<file path="config.mk">
export PLATFORM = sky130hd
export DESIGN_NAME = fortuna_block_reader
export DESIGN_NICKNAME = d
export VERILOG_FILES = /design/src/rtl/fortuna_reader_pkg.sv /design/src/rtl/fortuna_block_reader_serializer.sv /design/src/rtl/fortuna_block_reader.sv
export SDC_FILE = /design/constraint.sdc
export NUM_CORES = 1
export LEC_CHECK = 0
export ABC_CLOCK_PERIOD_IN_PS = 2900
export CORE_ASPECT_RATIO = 0.9
export CORE_MARGIN = 5
export CORE_UTILIZATION = 55
export CTS_CLUSTER_SIZE = 16
export DETAILED_ROUTE_END_ITERATION = 6
export GPL_TIMING_DRIVEN = 0
export PLACE_DENSITY = 0.82
export SLEW_MARGIN = 40
export SYNTH_ARGS = -nofsm -noshare
export SYNTH_HDL_FRONTEND = slang
export SYNTH_HIERARCHICAL = 1
export SYNTH_SLANG_ARGS = --single-unit
</file>
<file path="constraint.sdc">
create_clock -name clk -period 2.9 [get_ports clk]
set_input_delay 0.87 -clock clk [delete_from_list [all_inputs] [get_ports clk]]
set_output_delay 0.87 -clock clk [all_outputs]
set_load 0.01 [all_outputs]
</file>
<file path="src/rtl/fortuna_reader_pkg.sv">
// Shared types and sizing helpers for the Fortuna block reader.
// Used by fortuna_block_reader and its block_serializer.
package fortuna_reader_pkg;

    typedef enum logic [1:0] {
        IDLE   = 2'd0,
        REQ    = 2'd1,
        WAIT   = 2'd2,
        STREAM = 2'd3
    } rd_state_e;

    localparam int BYTE_W = 8;

    function automatic int bytes_per_block(input int block_w);
        return block_w / BYTE_W;
    endfunction

    // Width able to hold 0..n-1, never narrower than one bit.
    function automatic int ctr_width(input int n);
        return (n <= 1) ? 1 : $clog2(n);
    endfunction

endpackage

</file>
<file path="src/rtl/fortuna_block_reader_serializer.sv">
// block_serializer: parallel-load block, emits one byte per valid/ready handshake; tx_valid registered.
// Byte order LSB-first by default, MSB-first when FORTUNA_READER_MSB_FIRST_EN is defined.
module block_serializer
    import fortuna_reader_pkg::*;
#(
    parameter int BLOCK_W = 512
) (
    input  logic               clk_i,
    input  logic               rst_i,
    input  logic               load_i,
    input  logic [BLOCK_W-1:0] load_dat_i,
    output logic [BYTE_W-1:0]  tx_dat_o,
    output logic               tx_vld_o,
    input  logic               tx_rdy_i,
    output logic               tx_last_o,
    output logic               done_o
);

    localparam int NBYTES = bytes_per_block(BLOCK_W);
    localparam int CW     = ctr_width(NBYTES);
    localparam logic [CW-1:0] LAST_IDX = CW'(NBYTES - 1);

    logic [BLOCK_W-1:0] shreg_q, shreg_d;
    logic [CW-1:0]      cnt_q, cnt_d;
    logic               vld_q, vld_d;
    logic               hs;
    logic               at_last;

    assign hs      = vld_q & tx_rdy_i;
    assign at_last = (cnt_q == LAST_IDX);

    always_comb begin
        shreg_d = shreg_q;
        cnt_d   = cnt_q;
        vld_d   = vld_q;
        if (load_i) begin
            shreg_d = load_dat_i;
            cnt_d   = '0;
            vld_d   = 1'b1;
        end else if (hs) begin
`ifdef FORTUNA_READER_MSB_FIRST_EN
            shreg_d = shreg_q << BYTE_W;
`else
            shreg_d = shreg_q >> BYTE_W;
`endif
            cnt_d = cnt_q + CW'(1);
            if (at_last) begin
                vld_d = 1'b0;
            end
        end
    end

    always_ff @(posedge clk_i) begin
        if (rst_i) begin
            shreg_q <= '0;
            cnt_q   <= '0;
            vld_q   <= 1'b0;
        end else begin
            shreg_q <= shreg_d;
            cnt_q   <= cnt_d;
            vld_q   <= vld_d;
        end
    end

`ifdef FORTUNA_READER_MSB_FIRST_EN
    assign tx_dat_o = shreg_q[BLOCK_W-1 -: BYTE_W];
`else
    assign tx_dat_o = shreg_q[BYTE_W-1:0];
`endif
    // Gated with valid so a one-byte block cannot leave tx_last stuck high.
    assign tx_vld_o  = vld_q;
    assign tx_last_o = vld_q & at_last;
    assign done_o    = hs & at_last;

endmodule

</file>
<file path="src/rtl/fortuna_block_reader.sv">
// Requests a block from the Fortuna accelerator, waits for a fresh valid, streams it out bytewise.
// First tx byte one cycle after capture; byte order selected by FORTUNA_READER_MSB_FIRST_EN.
module fortuna_block_reader
    import fortuna_reader_pkg::*;
#(
    parameter int BLOCK_W        = 512,
    parameter int TIMEOUT_CYCLES = 4096
) (
    input  logic               clk,
    input  logic               rst,
    input  logic               req,
    output logic               gen_data,
    input  logic               acc_busy,
    input  logic               acc_valid,
    input  logic [BLOCK_W-1:0] acc_data,
    output logic [BYTE_W-1:0]  tx_data,
    output logic               tx_valid,
    input  logic               tx_ready,
    output logic               tx_last,
    output logic               rd_busy,
    output logic               timeout_err
);

    localparam int TW = ctr_width(TIMEOUT_CYCLES);
    localparam logic [TW-1:0] TMO_LAST = TW'(TIMEOUT_CYCLES - 1);

    rd_state_e     state_q, state_d;
    logic [TW-1:0] tmo_q, tmo_d;
    logic          seen_busy_q, seen_busy_d;
    logic          err_q, err_d;
    logic          load;
    logic          ser_done;

    always_comb begin
        state_d     = state_q;
        tmo_d       = tmo_q;
        seen_busy_d = seen_busy_q;
        err_d       = err_q;
        load        = 1'b0;
        case (state_q)
            IDLE: begin
                if (req && !acc_busy) begin
                    state_d = REQ;
                    err_d   = 1'b0;
                end
            end
            REQ: begin
                state_d     = WAIT;
                tmo_d       = '0;
                seen_busy_d = acc_busy;
            end
            WAIT: begin
                seen_busy_d = seen_busy_q | acc_busy;
                // A valid is only trusted once the accelerator has gone busy for this request.
                if (acc_valid && !acc_busy && seen_busy_q) begin
                    load    = 1'b1;
                    state_d = STREAM;
                end else if (tmo_q == TMO_LAST) begin
                    err_d   = 1'b1;
                    state_d = IDLE;
                end else begin
                    tmo_d = tmo_q + TW'(1);
                end
            end
            STREAM: begin
                if (ser_done) begin
                    state_d = IDLE;
                end
            end
            default: state_d = IDLE;
        endcase
    end

    always_ff @(posedge clk) begin
        if (rst) begin
            state_q     <= IDLE;
            tmo_q       <= '0;
            seen_busy_q <= 1'b0;
            err_q       <= 1'b0;
        end else begin
            state_q     <= state_d;
            tmo_q       <= tmo_d;
            seen_busy_q <= seen_busy_d;
            err_q       <= err_d;
        end
    end

    assign gen_data    = (state_q == REQ);
    assign rd_busy     = (state_q != IDLE);
    assign timeout_err = err_q;

    block_serializer #(
        .BLOCK_W (BLOCK_W)
    ) u_ser (
        .clk_i      (clk),
        .rst_i      (rst),
        .load_i     (load),
        .load_dat_i (acc_data),
        .tx_dat_o   (tx_data),
        .tx_vld_o   (tx_valid),
        .tx_rdy_i   (tx_ready),
        .tx_last_o  (tx_last),
        .done_o     (ser_done)
    );

endmodule

</file>
==> impl_metrics.toml <==
[sta]
finalCritPeriodShare = 0.933
max_slew_margin = 0.497
fin_ws_ns = 0.194
finalMaxSlewViolations = 0
period_needed_ns = 2.71
hold_viol = 0
worst_pin_slew_ns = 0.754
clock.fmax_ghz = 0.370
rsz0062_at_grt = "false"
setup_viol = 0
fin_skew_ns = 0.0113

[clock_tree]
postCtsSetupBuffers = 0
clock-root-buffer = "clkbuf_16"
cts_tree = "done"
clk_path_buf_depth = 3
holdBufCountCts = 0
insertion_delay_ns = 0.59
htree_levels = 2
cts_resized = 2
numCtsBuffers = 54
clock-sinks = 535
clk_pin_slew_ns = 0.06

[placement]
preCtsSetupSlack_ns = -0.381
placed_area_mm2 = 0.0308
io_buffers = 529
hpwl_um = 57600
gp_congestion = 0.905

[pwr]
comb_power_share = 0.100
swShare = 0.229
seq_power_share = 0.465
pwr-share-clk = 0.435
cellPowerDensity_mw_per_mm2 = 496
power.internal_mw = 12.5
p_leak_nw = 9.53
ir_worst_vdd_uv = 433
p_switching_mw = 3.72

[global_routing]
grt_max_degree = 14
grt_pass1_vias = 21355
globalRouteOverflowTotal = 0
antenna_found_initial = 32
grt.total_usage = 0.288
grt_pass1_wl_um = 116000

[worst_setup_path]
endpoint = "tx_last"
ff2ff_setup_slack_ns = 0.24
arrival_ns = 1.84
r2r_cells = 10
rr_startpoint = "state_q[0]$_SDFFE_PP0P_"
cpLargestDelayFamily = "flip-flops"
cp.required_ns = 2.03
cp-start-kind = "register"
cp_num_cells = 5
max_stage_delay_ns = 0.38
critPathMaxFanout = 3
endpoint_kind = "output pin"
cp_slowest_cell = "dfxtp_1"
cp_cell_sequence = "ha_1, nand2_1, nor2_1, and2_1, dlygate4sd2_1"
crit_type = "reg -> out"
crit_path_start = "u_ser/cnt_q[0]$_SDFFE_PP0P_"
rr_endpoint = "u_ser/shreg_q[307]$_SDFFE_PP0P_"
cp_num_buf_inv = 1

[floorplan]
die_x_um = 234
initial_core_util = 0.558
dieArea_mm2 = 0.0494
rows = 73
top_level_ports = 531
core_area_mm2 = 0.0444
die_h_um = 211

[detailed_routing]
detail-route-antenna-nets = 0
first_pass_iters = 7
route.vias.total = 21003
drc = 0
drtIter0Drc = 1397
wirelength_um = 75800
wire_per_inst_um = 20.5
vias_per_cell = 5.67

[cells_and_area]
multi_input_area_mm2 = 0.0126
fill_cells = 3245
syn2layout_area_growth_pct = 31.9
register_area_mm2 = 0.0107
drive_above_1_share = 0.151
final_common_cell = "dfxtp_1"
final_cell_mix = "dfxtp_1 (535), clkdlybuf4s50_1 (527), nor2_1 (511)"
fin_area_mm2 = 0.0327
nNetsFinal = 3562

[synth]
yosysWarnings = 6
synth_cells = 2453
synth_fp_nets = 2977
seq_area_frac_synth = 0.432
synth.cell_area_mm2 = 0.0248
synth_edf_count = 0
async_flop_share = 0
synth_flop_cell = "dfxtp_1"
synth_seq_cells = 535
syn_area_per_cell_um2 = 10.1
ys_types = 44

[worst_hold_path]
hp-class = "reg -> reg"

[run_status]
status = "completed"

[job]
cap_violations = 0
worst min-delay path by stage:
stage                     slack [ns]  cells after the start                          end                         from
after floorplan                 0.45                      2  u_ser/cnt_q[1]$_SDFFE_PP0P_  u_ser/cnt_q[1]$_SDFFE_PP0P_
after global placement          0.46                      2     timeout_err$_SDFFE_PP0P_     timeout_err$_SDFFE_PP0P_
after detailed placement        0.47                      2     timeout_err$_SDFFE_PP0P_     timeout_err$_SDFFE_PP0P_
after CTS                       0.48                      2     timeout_err$_SDFFE_PP0P_     timeout_err$_SDFFE_PP0P_
after global routing            0.50                      2  u_ser/cnt_q[1]$_SDFFE_PP0P_  u_ser/cnt_q[1]$_SDFFE_PP0P_
final                           0.48                      2     timeout_err$_SDFFE_PP0P_     timeout_err$_SDFFE_PP0P_
worst min-delay path, cell delays in order, from the launching register on:
cell	delay, ns
dfxtp_1	0.31
o31ai_1	0.06
a21oi_1	0.06
power by group through the flow:
| stage | Sequential [mW] | Combinational [mW] | Clock, mW |
|---|---|---|---|
| 6_report | 7.53 | 1.63 | 7.05 |
| 5_1_grt | 7.54 | 1.75 | 7.45 |
| 4_1_cts | 7.53 | 1.62 | 7.14 |
| 3_5_place_dp | 7.69 | 1.61 | 0 |
| 3_3_place_gp | 7.68 | 1.59 | 0 |
| 2_1_floorplan | 7.67 | 0.640 | 0 |
Yosys cell counts (5+ instances only):
master | count | area, um^2
a21oi_1 | 25 | 125
nand4_1 | 6 | 37.5
clkbuf_1 | 70 | 263
dfxtp_1 | 535 | 10700
or4_1 | 5 | 37.5
inv_1 | 11 | 41.3
a211oi_2 | 200 | 2500
nand2_1 | 21 | 78.8
nor3_1 | 6 | 30.0
o21ai_0 | 13 | 65.1
ha_1 | 6 | 75.1
nor2_1 | 511 | 1920
buf_6 | 26 | 293
mux2i_1 | 504 | 5040
nand3_1 | 19 | 95.1
buf_4 | 46 | 345
buf_2 | 94 | 470
a211oi_1 | 304 | 2280
a31oi_1 | 6 | 37.5
clkbuf_4 | 8 | 60.1
per-stage QoR:
step,power [mW],std cells,TNS (ns),util,hold slack (ns)
6_report,16.2,3704,0,0.737,0.475
5_1_grt,16.7,3702,0,0.736,0.501
4_1_cts,16.3,3677,0,0.735,0.481
3_5_place_dp,9.30,3582,-139.12,0.695,0.469
3_3_place_gp,9.27,3582,-118.35,0.695,0.459
2_1_floorplan,8.31,2453,0,-,0.453
layer usage:
layer / part of all wire / GRT usage
met4: 0.032 / 0.115
met2: 0.48 / 0.477
met3: 0.060 / 0.0527
met5: 0.0011 / 0
met1: 0.42 / 0.375
cells by family (layout without fill, tap and decap cells):
group,Yosys count,after routing,synth area share
flip-flops,535,535,0.432
XOR/XNOR,2,2,0.000707
multiplexers,504,504,0.204
other,0,27,0
AND/OR/NAND/NOR,590,590,0.0949
adder cells (fa/ha/maj),6,6,0.00303
buffers and inverters,256,880,0.0596
AO/OA/AOI/OAI,560,560,0.206
state kept, by name, summed over array words and instances (netlist names):
register        cells
seen_busy_q         1
u_ser/tx_vld_o      1
u_ser/shreg_q     512
state_q             2
u_ser/cnt_q         6
tmo_q              12
timeout_err         1
area by class of cell:
cell class | instances | share of cell area
Inverter | 12 | 0.00138
Timing Repair Buffer | 529 | 0.162
Sequential cell | 535 | 0.328
Tap cell | 600 | 0.0230
Clock inverter | 14 | 0.00394
Antenna cell | 27 | 0.00207
Buffer | 244 | 0.0438
Multi-Input combinational cell | 1662 | 0.385
Clock buffer | 81 | 0.0510
Note: power is estimated with default switching activity, not from simulation.
